File: src/rtl/dmem_arb_pkg.sv
// Shared types and helpers for the data-memory arbiter.
// Holds the FSM state encoding, byte-enable constants and a clog2 helper.
package dmem_arb_pkg;

   typedef enum logic {
      ST_IDLE   = 1'b0,
      ST_ACCESS = 1'b1
   } state_t;

   localparam logic [3:0] BE_NONE = 4'h0;
   localparam logic [3:0] BE_WORD = 4'hF;

   function automatic int clog2(input int v);
      int r;
      for (r = 0; (1 << r) < v; r++) begin
      end
      return (r < 1) ? 1 : r;
   endfunction

endpackage

File: src/rtl/dmem_arbiter_rr_picker.sv
// Masked-priority one-hot picker: lowest set req at index >= ptr, else lowest set req.
// Ports: req (requests), ptr (search start), grant (one-hot, zero when req is zero).
module rr_picker
   import dmem_arb_pkg::*;
#(
   parameter int N  = 2,
   parameter int PW = clog2(N)
) (
   input  logic [N-1:0]  req,
   input  logic [PW-1:0] ptr,
   output logic [N-1:0]  grant
);

   logic [N-1:0] hi_mask;
   logic [N-1:0] hi_req;

   assign hi_mask = ~((N'(1) << ptr) - N'(1));
   assign hi_req  = req & hi_mask;

   // x & -x isolates the lowest set bit
   assign grant = (hi_req != '0) ? (hi_req & (~hi_req + N'(1)))
                                 : (req & (~req + N'(1)));

endmodule

File: src/rtl/dmem_arbiter.sv
// Arbitrates NREQ requesters onto one registered data-memory port, returns read pulses.
// Ports: req_* in / req_ready out, rsp_valid/rsp_rdata out, daddr/dwdata/we/drdata, grant_id.
// Build option: DMEM_ARB_FIXED_PRIO_EN selects fixed priority (index 0 highest).
module dmem_arbiter
   import dmem_arb_pkg::*;
#(
   parameter int NREQ      = 2,
   parameter int AW        = 32,
   parameter int DW        = 32,
   parameter int MAX_BURST = 4
) (
   input  logic                       clk,
   input  logic                       reset,
   input  logic [NREQ-1:0]            req_valid,
   input  logic [NREQ-1:0]            req_lock,
   input  logic [NREQ*AW-1:0]         req_addr,
   input  logic [NREQ*DW-1:0]         req_wdata,
   input  logic [NREQ*(DW/8)-1:0]     req_we,
   output logic [NREQ-1:0]            req_ready,
   output logic [NREQ-1:0]            rsp_valid,
   output logic [DW-1:0]              rsp_rdata,
   output logic [AW-1:0]              daddr,
   output logic [DW-1:0]              dwdata,
   output logic [DW/8-1:0]            we,
   input  logic [DW-1:0]              drdata,
   output logic [clog2(NREQ)-1:0]     grant_id
);

   localparam int BW = DW / 8;
   localparam int IW = clog2(NREQ);
   localparam int CW = clog2(MAX_BURST + 1);

   state_t          state;
   state_t          state_n;
   logic [NREQ-1:0] eligible;
   logic [NREQ-1:0] grant;
   logic [NREQ-1:0] owner_mask;
   logic [IW-1:0]   ptr;
   logic [IW-1:0]   win_id;
   logic [IW-1:0]   lock_owner;
   logic [AW-1:0]   win_addr;
   logic [DW-1:0]   win_wdata;
   logic [BW-1:0]   win_we;
   logic            win_lock;
   logic            accept;
   logic            lock_active;
   logic            lock_eff;
   logic            force_rel;
   logic            lock_hold;
   logic [CW-1:0]   burst_cnt;

   // Lock survives while the owner shows valid or lock; an idle owner releases by dropping lock.
   assign owner_mask = NREQ'(1) << lock_owner;
   assign lock_eff   = lock_active && (((req_valid | req_lock) & owner_mask) != '0);
   assign force_rel  = lock_eff && (burst_cnt >= CW'(MAX_BURST));
   assign lock_hold  = lock_eff && !force_rel;
   assign eligible   = (lock_hold ? (req_valid & owner_mask) : req_valid)
                     & {NREQ{reset}};

`ifdef DMEM_ARB_FIXED_PRIO_EN
   assign ptr = '0;
`else
   logic [IW-1:0] rr_ptr;

   assign ptr = rr_ptr;

   always_ff @(posedge clk) begin
      if (!reset)
         rr_ptr <= '0;
      else if (accept)
         rr_ptr <= (win_id == IW'(NREQ - 1)) ? '0 : win_id + IW'(1);
   end
`endif

   rr_picker #(
      .N  (NREQ),
      .PW (IW)
   ) u_pick (
      .req   (eligible),
      .ptr   (ptr),
      .grant (grant)
   );

   always_comb begin
      win_id    = '0;
      win_addr  = '0;
      win_wdata = '0;
      win_we    = '0;
      win_lock  = 1'b0;
      for (int i = 0; i < NREQ; i++) begin
         if (grant[i]) begin
            win_id    = IW'(i);
            win_addr  = req_addr[i*AW +: AW];
            win_wdata = req_wdata[i*DW +: DW];
            win_we    = req_we[i*BW +: BW];
            win_lock  = req_lock[i];
         end
      end
   end

   assign accept = |grant;

   always_ff @(posedge clk) begin
      if (!reset)
         state <= ST_IDLE;
      else
         state <= state_n;
   end

   always_comb begin
      state_n = accept ? ST_ACCESS : ST_IDLE;
   end

   always_comb begin
      req_ready = grant;
   end

   always_ff @(posedge clk) begin
      if (!reset) begin
         lock_active <= 1'b0;
         lock_owner  <= '0;
         burst_cnt   <= '0;
      end else if (accept) begin
         lock_active <= win_lock;
         lock_owner  <= win_id;
         if (!win_lock)
            burst_cnt <= '0;
         else if (lock_hold)
            burst_cnt <= burst_cnt + CW'(1);
         else
            burst_cnt <= CW'(1);
      end else if (lock_active && !lock_eff) begin
         lock_active <= 1'b0;
         burst_cnt   <= '0;
      end
   end

   always_ff @(posedge clk) begin
      if (!reset) begin
         daddr     <= '0;
         dwdata    <= '0;
         we        <= '0;
         grant_id  <= '0;
         rsp_valid <= '0;
         rsp_rdata <= '0;
      end else begin
         rsp_valid <= '0;
         rsp_rdata <= '0;
         if (state == ST_ACCESS) begin
            rsp_valid <= NREQ'(1) << grant_id;
            rsp_rdata <= (we == '0) ? drdata : '0;
         end
         we <= '0;
         if (accept) begin
            daddr    <= win_addr;
            dwdata   <= win_wdata;
            we       <= win_we;
            grant_id <= win_id;
         end
      end
   end

endmodule

File: config.mk
export PLATFORM = sky130hd
export DESIGN_NAME = dmem_arbiter
export DESIGN_NICKNAME = d
export VERILOG_FILES = /design/src/rtl/dmem_arb_pkg.sv /design/src/rtl/dmem_arbiter_rr_picker.sv /design/src/rtl/dmem_arbiter.sv
export SDC_FILE = /design/constraint.sdc
export NUM_CORES = 1
export LEC_CHECK = 0
export ABC_AREA = 0
export CAP_MARGIN = 20
export CORE_ASPECT_RATIO = 0.6
export CORE_MARGIN = 2
export CORE_UTILIZATION = 25
export CTS_BUF_LIST = sky130_fd_sc_hd__clkbuf_8
export CTS_CLUSTER_DIAMETER = 150
export CTS_CLUSTER_SIZE = 30
export DETAILED_ROUTE_END_ITERATION = 12
export GPL_TIMING_DRIVEN = 0
export MAX_ROUTING_LAYER = met4
export PLACE_DENSITY_LB_ADDON = 0.25
export SYNTH_ARGS = -nofsm -noshare
export SYNTH_HDL_FRONTEND = slang
export SYNTH_SLANG_ARGS = --single-unit
File: constraint.sdc
create_clock -name clk -period 3.9 [get_ports clk]
set_input_delay 0.975 -clock clk [delete_from_list [all_inputs] [get_ports clk]]
set_output_delay 0.975 -clock clk [all_outputs]
set_load 0.1 [all_outputs]
==> results of run 1 <==
-- critical path, delay by kind of cell --
kind / cells / cell delay [ns]
buffers and inverters: 5 / 1.21
AO/OA/AOI/OAI: 2 / 0.32
AND/OR/NAND/NOR: 2 / 0.28
-- what timing repair did --
| action | 4_1_cts | 5_1_grt |
|---|---|---|
| buffers inserted | 0 | 1 |
| pin swaps | 0 | 2 |
| resized for setup | 15 | 4 |
| endpoints found under the setup margin | 2 | 2 |
| hold endpoints to repair | 0 | 0 |
| hold buffers | 0 | 0 |
-- area by class of cell --
| class | count | area, sq um | share of cell area |
|---|---|---|---|
| plain buffers | 29 | 176 | 0.0245 |
| flip-flops and latches | 109 | 2180 | 0.303 |
| well taps | 203 | 254 | 0.0353 |
| repair buffers | 278 | 2780 | 0.386 |
| inverters | 1 | 3.75 | 0.000521 |
| clock inverters | 7 | 80.1 | 0.0111 |
| clock buffers | 9 | 124 | 0.0172 |
| multi-input cells | 214 | 1600 | 0.222 |
-- power by group through the flow --
stage	sequential, mW	clock (mW)	combinational, mW
floorplan	1.86	0	0.186
global placement	1.27	0	1.17
detailed placement	1.27	0	1.18
CTS	1.25	0.759	1.19
global route	1.26	0.800	1.23
finish	1.25	0.725	1.18
-- how the worst min path moves through the flow --
stage                     start           end  slack, ns  depth (start not counted)
after global routing      state  rsp_valid[0]       0.50                          2
after detailed placement  state  rsp_valid[0]       0.46                          2
final                     state  rsp_valid[0]       0.47                          2
after floorplan           state  rsp_valid[0]       0.44                          2
after CTS                 state  rsp_valid[0]       0.47                          2
after global placement    state  rsp_valid[0]       0.44                          2
-- cell families after synthesis --
group,after synthesis
fa+ha+maj,1
buf+inv,31
simple gates,62
flops,109
compound gates,151
-- metal layers --
metal	global-route usage	vias to the layer above
li1	-	1864
met1	0.216	1833
met2	0.277	154
met3	0.0500	12
met4	0.0385	0
met5	-	-
-- registers in the layout, summed over array words and instances, names as in the netlist --
| signal | cells |
|---|---|
| burst_cnt | 3 |
| daddr | 32 |
| dwdata | 32 |
| grant_id | 1 |
| lock_active | 1 |
| ptr | 1 |
| rsp_rdata | 32 |
| rsp_valid | 2 |
| state | 1 |
| we | 4 |
-- per-stage QoR --
step / total power, mW / utilization / area [sq um] / std cells
after global routing: 3.28 / 0.467 / 7200 / 850
after detailed placement: 2.45 / 0.453 / 6980 / 834
after CTS: 3.19 / 0.466 / 7180 / 849
after floorplan: 2.05 / - / 3960 / 354
final: 3.15 / 0.467 / 7200 / 850
after global placement: 2.44 / 0.453 / 6980 / 834
-- layout by cell type (no fill, tap or decap), drive strengths merged, types with 2 or more instances in the layout --
master,count
and3,4
buf,24
nand2b,3
a21o,65
nor2,6
a21oi,4
clkinv,2
clkdlybuf4s50,274
dfxtp,109
and2,33
a22o,69
inv,4
clkbuf,17
nand3,2
a32o,2
o21ai,5
nor3,2
nand2,5
==> results.json, run 1 <==
{
  "status": "completed",
  "clockPowerShare": 0.230,
  "cts_tree": "yes",
  "intPower_mw": 1.90,
  "clockBufferDepth": 2,
  "grt_first_pass_wirelength_mm": 21.9,
  "criticalPathCategory": "input port to output port",
  "ys_types": 34,
  "power_frac_comb": 0.374,
  "rows": 35,
  "core_sq_um": 15400,
  "ios": 279,
  "cap_viol_max_count": 0,
  "numCtsBuffers": 9,
  "synthArstFlopShare": 0,
  "muxShareOfSynthArea": 0,
  "synth_adder_area_share": 0.00316,
  "route.met3.wl_microns": 937,
  "antenna_cells": 0,
  "min_path_type": "flip-flop to flip-flop",
  "syn_area_sq_um": 3960,
  "fillers": 1448,
  "grt_max_degree": 20,
  "slew_viol_final": 0,
  "die_area_sq_um": 16900,
  "synth_edf_count": 0,
  "finalSetupTns_ns": 0,
  "place.gp.congestion": 0.816,
  "slew_headroom": 0.311,
  "synth-compound-area-share": 0.307,
  "swShare": 0.398,
  "synth_fp_nets": 529,
  "cp_slowest_cell": "clkdlybuf4s50_1",
  "synth_top_area_frac": 0.552,
  "p_sw_mw": 1.25,
  "avgSynthCellArea_sq_um": 11.2,
  "grt-ovfl-total": 0,
  "whs_ns": 0.470,
  "layout_setup_ws_ns": 0.133,
  "rr_worst_depth": 8,
  "synth_top_family_by_area": "compound AO/OA/AOI/OAI gates",
  "slowest_delay_ns": 0.57,
  "final_nets": 817,
  "clkSinkCount": 109,
  "fin_crit_ns": 3.77,
  "wl_per_cell_microns": 16.9,
  "critical_path_required_ns": 2.92,
  "wl_met1_mm": 6.68,
  "numPortBuffers": 277,
  "p_leak_nw": 3.26,
  "reg2reg_to": "daddr[5]",
  "reg2reg_from": "grant_id",
  "htreeDepth": 3,
  "cp-end-kind": "output port",
  "yosysMostFrequentCell": "dfxtp_1",
  "drive_above_1_share": 0.0726,
  "start_util": 0.257,
  "vdd_ir_drop_max_mv": 0.202,
  "synthTopCellsByArea": "dfxtp_1 (55%), a22o_1 (15%), a21o_1 (12%)",
  "die_y_microns": 101,
  "rrSetupSlack_ns": 1.93,
  "startpoint": "req_lock[0]",
  "ant_nets": 0,
  "ys_warn_count": 0,
  "crit_end": "req_ready[1]",
  "crit_path_start_kind": "input port",
  "clk_pin_slew_ns": 0.11,
  "maxUsedRoutingLayer": "met4",
  "clock_latency_ns": 0.37,
  "cp_data_arrival_time_ns": 2.79,
  "synth_flop_cell": "dfxtp_1",
  "clock-root-buffer": "clkbuf_8",
  "worst_pin_slew_ns": 1.03,
  "final-hold-violation-count": 0,
  "synth_common_cells": "dfxtp_1 (109), a22o_1 (69), a21o_1 (65), and2_1 (33), buf_2 (12)",
  "synth_top_cell_by_area": "dfxtp_1",
  "grt_pass1_vias": 4136,
  "syn_inst": 354,
  "hpwlAfterDp_mm": 11.2,
  "worstPathMaxFanout": 10,
  "drt_iter0_markers": 119,
  "via_per_inst": 4.54,
  "grt_use_total": 0.172,
  "cp_common_cell": "buf_6",
  "syn2layout_area_growth_pct": 81.9,
  "post-route-period-util": 0.966,
  "dpl_worst_slack_ns": -0.975,
  "seqPwrFrac": 0.396,
  "seq_area_frac_synth": 0.552,
  "synth-seq-cells": 109,
  "path_cells": "clkdlybuf4s50_1 -> nor3_2 -> a211oi_2 -> o21ai_1 -> and3_1 -> buf_6 -> clkbuf_4 -> buf_4 -> buf_6",
  "clock.fmax_mhz": 265,
  "vias": 3863,
  "finClkSkew_ns": 0.0122,
  "wl_mm": 14.4,
  "rsz0062_at_grt": "false",
  "drt_first_pass_iters": 4,
  "synthSimpleGateAreaFrac": 0.0923,
  "die_w_microns": 166,
  "antenna_found_initial": 0,
  "p_per_area_nw_per_um2": 438,
  "drcViolationCount": 0,
  "met2WireLength_mm": 6.60,
  "finalSetupViolCount": 0,
  "synth_xor_area_frac": 0
}
Power figures use the tool's default switching activity.
==> inputs of run 2 (changes only) <==
--- a/config.mk
+++ b/config.mk
@@ -8,7 +8,7 @@
 export ABC_AREA = 0
 export CAP_MARGIN = 20
 export CORE_ASPECT_RATIO = 0.6
-export CORE_MARGIN = 2
+export CORE_MARGIN = 4
 export CORE_UTILIZATION = 25
 export CTS_BUF_LIST = sky130_fd_sc_hd__clkbuf_8
 export CTS_CLUSTER_DIAMETER = 150
==> results.json, run 2 (synthesis gave the netlist of run 1 again) <==
{
  "status": "completed",
  "drt_iter0_markers": 111,
  "ios": 279,
  "layout_commonest_cell": "clkdlybuf4s50_1",
  "clkSinkCount": 109,
  "antenna_found_initial": 0,
  "whs_ns": 0.470,
  "final-hold-violation-count": 0,
  "drt_first_pass_iters": 4,
  "slew_headroom": 0.302,
  "ant_nets": 0,
  "layout_setup_ws_ns": 0.0968,
  "place.gp.congestion": 0.850,
  "vias": 3896,
  "clk_pin_slew_ns": 0.11,
  "min_path_type": "flip-flop to flip-flop",
  "p_per_area_nw_per_um2": 441,
  "syn2layout_area_growth_pct": 82.4,
  "largestRegisters": "daddr: 32 flops, dwdata: 32 flops, rsp_rdata: 32 flops",
  "final_nets": 817,
  "wl_per_cell_microns": 17.5,
  "postCtsHoldBufs": 0,
  "rsz0062_at_grt": "true",
  "antenna_cells": 0,
  "clockBufferDepth": 2,
  "rows": 35,
  "dpl.cell_count": 834,
  "cts_tree": "yes",
  "htreeDepth": 3,
  "crit_buf_inv": 5,
  "drcViolationCount": 0,
  "clock-root-buffer": "clkbuf_8",
  "slowest_delay_ns": 0.56,
  "cp_data_arrival_time_ns": 2.83,
  "numCtsBuffers": 9,
  "die_w_microns": 170,
  "final_cell_mix": "clkdlybuf4s50_1 (275), dfxtp_1 (109), a22o_1 (69)",
  "die_y_microns": 105,
  "vdd_ir_drop_max_mv": 0.236,
  "numPortBuffers": 277,
  "finalSetupViolCount": 0,
  "p_leak_nw": 3.26,
  "cp-end-kind": "output port",
  "fin_crit_ns": 3.80,
  "criticalPathCategory": "input port to output port",
  "worst_pin_slew_ns": 1.04,
  "post-route-period-util": 0.975,
  "dpl_cell_area_sq_um": 6980,
  "grt_pass1_vias": 4202,
  "crit_path_start_kind": "input port",
  "slew_viol_final": 0,
  "dpl_worst_slack_ns": -0.956,
  "grt_max_degree": 21,
  "via_per_inst": 4.58,
  "cp_top_family": "buffers and inverters",
  "path_cells": "clkdlybuf4s50_1 -> nor2_2 -> a211oi_2 -> o21ai_1 -> and3_1 -> buf_6 -> clkbuf_4 -> buf_4 -> buf_6",
  "start_util": 0.257,
  "cp_common_cell": "buf_6",
  "grt-ovfl-total": 0,
  "grt_first_pass_wirelength_mm": 22.5,
  "hpwlAfterDp_mm": 11.9,
  "wl_mm": 14.9,
  "clock_latency_ns": 0.38,
  "die_area_sq_um": 18000,
  "finClkSkew_ns": 0.0137,
  "stdcell_area_sq_um": 7210,
  "fin_util": 0.468,
  "stdcell_count": 850,
  "critical_path_required_ns": 2.92,
  "rrSetupSlack_ns": 2.00,
  "cp_slowest_cell": "clkdlybuf4s50_1",
  "cap_viol_max_count": 0,
  "finalSetupTns_ns": 0,
  "drive_above_1_share": 0.0726,
  "finalPower_mw": 3.18,
  "core_sq_um": 15400,
  "worstPathMaxFanout": 10,
  "clock.fmax_mhz": 263,
  "grt_use_total": 0.163
}
==> run 2: final timing paths <==
| path | from | endpoint | cells after the start |
|---|---|---|---|
| max | req_lock[1] | req_ready[1] | 9 |
| min reg2reg | state | rsp_valid[0] | 2 |
| min | state | rsp_valid[0] | 2 |
| max reg2reg | grant_id | dwdata[3] | 8 |
==> run 2: layout make-up <==
cell class	count	area, sq um
plain buffers	29	175
clock buffers	9	124
clock inverters	7	93.8
fillers	1462	8200
inverters	1	3.75
multi-input cells	214	1600
flip-flops and latches	109	2180
well taps	203	254
repair buffers	278	2780
==> run 2: worst min-delay path, stage by stage (launching register included) <==
cell and delay (ns):
dfxtp_1 0.33, nand2_1 0.08, nor2_1 0.04
==> run 2: metal layers <==
metal,track usage,wire (microns),part of all wire,vias to the layer above
met3,0.0600,1290,0.087,10
met4,0.0279,121,0.0081,0
met2,0.272,7140,0.48,172
li1,-,-,-,1866
met5,-,0,0,-
met1,0.193,6310,0.42,1848
==> run 2: report_power, final <==
group          internal [mW]  total (mW)  switching (mW)
combinational          0.393        1.18           0.788
sequential              1.20        1.25          0.0466
clock                  0.315       0.752           0.436
total                   1.91        3.18            1.27
==> run 2: timing repair <==
action | in CTS | in global routing
setup buffers | 1 | 0
gates resized for setup | 13 | 4
pin swaps | 1 | 0
endpoints found under the setup margin | 2 | 2
gates cloned | 0 | 0
